`config.mk`:
```
export PLATFORM = sky130hd
export DESIGN_NAME = conv_seq_ctrl
export DESIGN_NICKNAME = d
export VERILOG_FILES = /design/src/rtl/conv_seq_ctrl.sv
export SDC_FILE = /design/constraint.sdc
export NUM_CORES = 1
export LEC_CHECK = 0
export CORE_AREA = 2 2 64 66
export CTS_CLUSTER_DIAMETER = 30
export DETAILED_ROUTE_END_ITERATION = 12
export DIE_AREA = 0 0 66 68
export GPL_ROUTABILITY_DRIVEN = 1
export PLACE_DENSITY = 0.53
export SLEW_MARGIN = 15
export SYNTH_ARGS = -nofsm -noshare
export SYNTH_HDL_FRONTEND = slang
export SYNTH_SLANG_ARGS = --single-unit
```
`constraint.sdc`:
```
create_clock -name clk -period 1.85 [get_ports clk]
set_clock_uncertainty 0.15 [all_clocks]
set_input_delay 0.4625 -clock clk [delete_from_list [all_inputs] [get_ports clk]]
set_output_delay 0.4625 -clock clk [all_outputs]
set_load 0.03 [all_outputs]
```
`src/rtl/conv_seq_ctrl.sv`:
```
// Sequencer for a single-MAC 1-D convolution: walks X/F memory addresses and steers the accumulator.
// Optional build macro CONV_SEQ_CTRL_STALL_CNT_EN adds a saturating output-stall counter port.
module conv_seq_ctrl #(
    parameter  int X_SIZE  = 8,
    parameter  int F_SIZE  = 4,
    parameter  int STRIDE  = 1,
    localparam int XA_W    = (X_SIZE > 1) ? $clog2(X_SIZE) : 1,
    localparam int FA_W    = (F_SIZE > 1) ? $clog2(F_SIZE) : 1,
    localparam int NUM_OUT = (X_SIZE - F_SIZE) / STRIDE + 1,
    localparam int OI_W    = $clog2(NUM_OUT + 1)
) (
    input  logic            clk,
    input  logic            reset,
    input  logic            start,
    input  logic            m_ready_y,
    output logic            rd_en,
    output logic [XA_W-1:0] x_rd_addr,
    output logic [FA_W-1:0] f_rd_addr,
    output logic            acc_clr,
    output logic            acc_en,
    output logic            m_valid_y,
    output logic [OI_W-1:0] out_idx,
    output logic            busy,
    output logic            conv_done
`ifdef CONV_SEQ_CTRL_STALL_CNT_EN
    ,
    output logic [15:0]     stall_cnt
`endif
);

    typedef enum logic [2:0] {
        IDLE,
        CLEAR,
        MAC,
        DRAIN,
        OUT
    } state_t;

    state_t          state;
    logic [FA_W-1:0] k;
    logic [XA_W-1:0] base;

    // CLEAR already issues tap 0 alongside acc_clr, so MAC covers taps 1..F_SIZE-1
    // and one output costs F_SIZE+2 cycles (CLEAR, F_SIZE-1 x MAC, DRAIN, OUT).
    // NOTE: every register here uses <= so all updates see the pre-edge values of each other.
    always_ff @(posedge clk) begin
        if (reset) begin
            state     <= IDLE;
            k         <= '0;
            base      <= '0;
            out_idx   <= '0;
            rd_en     <= 1'b0;
            x_rd_addr <= '0;
            f_rd_addr <= '0;
            acc_clr   <= 1'b0;
            acc_en    <= 1'b0;
            m_valid_y <= 1'b0;
            busy      <= 1'b0;
            conv_done <= 1'b0;
`ifdef CONV_SEQ_CTRL_STALL_CNT_EN
            stall_cnt <= '0;
`endif
        end else begin
            // Read data lands one cycle after the strobe, so accumulate one cycle late.
            acc_en    <= rd_en;
            conv_done <= 1'b0;

            case (state)
                IDLE: begin
                    if (start) begin
                        state     <= CLEAR;
                        k         <= '0;
                        base      <= '0;
                        out_idx   <= '0;
                        acc_clr   <= 1'b1;
                        rd_en     <= 1'b1;
                        x_rd_addr <= '0;
                        f_rd_addr <= '0;
                        busy      <= 1'b1;
`ifdef CONV_SEQ_CTRL_STALL_CNT_EN
                        stall_cnt <= '0;
`endif
                    end
                end

                CLEAR, MAC: begin
                    acc_clr <= 1'b0;
                    if (k == FA_W'(F_SIZE - 1)) begin
                        state <= DRAIN;
                        rd_en <= 1'b0;
                    end else begin
                        state     <= MAC;
                        k         <= k + FA_W'(1);
                        rd_en     <= 1'b1;
                        x_rd_addr <= base + XA_W'(k) + XA_W'(1);
                        f_rd_addr <= k + FA_W'(1);
                    end
                end

                DRAIN: begin
                    state     <= OUT;
                    m_valid_y <= 1'b1;
                end

                OUT: begin
                    if (m_ready_y) begin
                        m_valid_y <= 1'b0;
                        if (out_idx == OI_W'(NUM_OUT - 1)) begin
                            state     <= IDLE;
                            busy      <= 1'b0;
                            conv_done <= 1'b1;
                        end else begin
                            state     <= CLEAR;
                            k         <= '0;
                            base      <= base + XA_W'(STRIDE);
                            out_idx   <= out_idx + OI_W'(1);
                            acc_clr   <= 1'b1;
                            rd_en     <= 1'b1;
                            x_rd_addr <= base + XA_W'(STRIDE);
                            f_rd_addr <= '0;
                        end
                    end
`ifdef CONV_SEQ_CTRL_STALL_CNT_EN
                    else if (stall_cnt != 16'hFFFF) begin
                        stall_cnt <= stall_cnt + 16'd1;
                    end
`endif
                end

                default: state <= IDLE;
            endcase
        end
    end

endmodule
```
==> key figures <==
Outcome
  – Status: completed

Worst setup path
  – Crit-path cells: inv_1, ha_1, fa_1, nor3_2, a31oi_1, a211oi_1
  – Crit path launch type: flip-flop
  – Worst-path maximum fanout: 5
  – Slowest Stage Delay on Critical Path: 450 ps
  – Crit path arrival time: 1760 ps
  – WP buf/inv: 1
  – Endpoint type of the worst setup path: flip-flop
  – Crit Path Class: flip-flop to flip-flop
  – Worst setup startpoint: k[0]
  – CP max stage cell: fa_1
  – Critical path required time: 1860 ps
  – Crit-path leading delay family: adder cells
  – Crit Reg-Reg Startpoint: k[0]

Floorplanning
  – Die Span X: 66 um
  – Core Footprint: 3860 um2
  – Initial Utilization: 28.1%
  – Rows: 23
  – Chip height: 68 um
  – I/O Pins: 18
  – Die area: 4490 um2

Run
  – Max-Cap Viols: 0

Hold path
  – HP Class: flip-flop to flip-flop
  – Hold Path Origin: acc_clr

Global route
  – Vias in the first global route: 947
  – Initial antenna violation count: 0
  – First-pass GRT wire length: 4500 um
  – Largest net degree at the start of global routing: 13
  – Gr usage total: 12.9%
  – Congestion Overflow GR: 0

Detailed routing
  – Drt via density: 4.92
  – Drt wl/cell: 12.2 um
  – Number of DRC markers in iteration 0: 30
  – DRC: 0
  – Antenna Violating Nets Remaining: 0
  – Routed via count: 1,013
  – First-pass DRT Iterations: 4
  – Final wirelength: 2520 um

CTS
  – Buffer levels on the longest clock path: 2
  – Worst-path clk slew: 80 ps
  – Num CTS Buffers: 3
  – H-tree levels: 1
  – Clock tree from TritonCTS: done
  – Number of clock sinks: 20
  – CTS Root Buffer Type: clkbuf_8
  – Clk_lat worst skew: 260 ps

Place
  – GP Congestion: 0.818
  – Port-buffer cells: 17
  – DP HPWL: 1970 um
  – Post-DP Area: 1420 um2

Logic synthesis
  – Syn_area_per_cell: 8.82 um2
  – Mux cell area share after synthesis: 0%
  – Synthesized instance count: 123
  – Synth Cell Area: 1080 um2
  – Synth Net Count: 133
  – XOR/XNOR Fraction of Synth Area: 3.11%
  – Synth area leader: dfxtp_1
  – FF+latch count, synth: 20
  – Ys async rst share: 0%
  – Post-synth EDFFs: 0
  – Complex-gate fraction of the synthesized area: 20.5%
  – Adder-cell area share of the yosys netlist: 8.54%
  – Top FF cell, synth: dfxtp_1
  – Seq/Total Area, Yosys: 36.9%
  – Netlist cell types: 42
  – Simple-Gate Fraction of Synth Area: 22.7%
  – Largest family of logic cells by synthesized area: simple AND/OR/NAND/NOR gates
  – Yosys top cell area share: 36.9%
  – Synth top area cells: dfxtp_1, ha_1, nor2_1, a21oi_1, nor3_1
  – Warnings from Yosys: 0

Power
  – PD cells: 1390 nW/um2
  – Power Total: 2050 uW
  – Leakage: 0.000607 uW
  – Max IR drop VDD: 0.419 mV

Timing
  – Final period utilization: 94.9%
  – Final Setup Violations: 0
  – Final Max Tran Viols: 0
  – Final min period: 1760 ps
  – Final hold violation count: 0
  – Setup TNS: 0 ps
  – Slew @ Worst Pin: 393 ps
  – F_max: 0.570 GHz
  – WHS: 326 ps
  – Max-slew headroom: 73.7%
  – RSZ-0062 raised after global routing: false

Cells and area
  – Final net count: 168
  – Share of cells above drive strength 1: 23.1%
  – Post-route cell area: 1480 um2
  – N_diodes: 0
  – Area grow syn2layout: 36.3%
  – Util after Layout: 38.4%
==> through the flow <==
step,instances,setup WS (ps)
floorplan,123,72.8
global placement,201,-203
detailed placement,201,-207
CTS,204,21.6
global route,206,1.88
finish,206,94.8
==> where the power goes <==
part | internal (uW) | switching (uW)
registers | 550 | 70.2
clock network | 145 | 138
logic | 496 | 651
total | 1190 | 859
==> cell usage in the layout (no fill, tap or decap), types with 2 or more instances in the layout <==
cell,Yosys,routed
dlygate4sd2_1,0,14
nor3_1,8,7
o21ai_0,5,4
a21oi_1,8,8
ha_1,5,5
nor3b_1,2,2
nor2_1,12,12
nand3_1,3,3
nand2_1,5,4
buf_4,0,20
clkdlybuf4s50_1,0,2
a31oi_1,4,3
o32a_1,2,2
dfxtp_1,20,17
dfxtp_2,0,2
inv_1,9,9
a211oi_1,4,4
nor2b_1,2,2
clkbuf_8,0,3
nand4_1,3,3
==> flip-flops by register name, summed over array words and instances (netlist names) <==
name / cells
k: 2
state: 3
acc_en: 1
m_valid_y: 1
rd_en: 1
base: 3
out_idx: 3
x_rd_addr: 3
conv_done: 1
busy: 1
acc_clr: 1
==> cell usage after synthesis, drive strengths merged, types with 2 or more instances <==
master,number
dfxtp,20
nor2,12
inv,9
a21oi,8
nor3,8
buf,6
ha,5
nand2,5
o21ai,5
a211oi,4
a31oi,4
nand3,3
nand4,3
nor3b,3
a311oi,2
clkbuf,2
nor2b,2
o32a,2
o32ai,2
or2,2
xnor2,2
==> final timing paths <==
path / end / slack (ps) / cells past startpoint
hold reg to reg: acc_clr / 330 / 1
setup / recovery: x_rd_addr[1] / 90 / 6
setup reg to reg: x_rd_addr[1] / 90 / 6
hold / removal: acc_clr / 330 / 1
==> worst reg2reg max path, cell delays in order, from the launching register on <==
cell,delay (ps)
dfxtp_4,370
inv_1,50
ha_1,190
fa_1,450
nor3_2,160
a31oi_1,70
a211oi_1,230
==> cell families (layout without fill, tap and decap cells) <==
logic type | count (synthesis) | in the layout
flip-flops | 20 | 20
AND/OR/NAND/NOR | 45 | 45
adder cells (fa/ha/maj) | 7 | 7
buffers and inverters | 17 | 50
AO/OA/AOI/OAI | 31 | 31
XOR/XNOR | 3 | 3
==> final cells by class <==
| cell class | count | area (um2) |
|---|---|---|
| inverter | 9 | 33.8 |
| timing repair buffer | 38 | 325 |
| tap | 50 | 62.6 |
| sequential | 20 | 407 |
| multi-input combinational | 86 | 609 |
| clock buffer | 3 | 41.3 |
| fill | 426 | 2380 |
==> what timing repair did <==
action	4_1_cts	5_1_grt
buffers inserted	0	2
pin swaps	0	3
hold buffers	0	0
resized for setup	14	6
setup endpoints to repair	14	7
==> per-layer routing <==
| layer | vias up | global-route usage, % | part of all wire [%] |
|---|---|---|---|
| met5 | - | 0 | 0 |
| met4 | 0 | 5.10 | 2.4 |
| met3 | 6 | 1.97 | 3.2 |
| met2 | 19 | 20.8 | 46 |
| met1 | 473 | 17.5 | 48 |
| li1 | 515 | - | - |
Power figures use the tool's default switching activity.
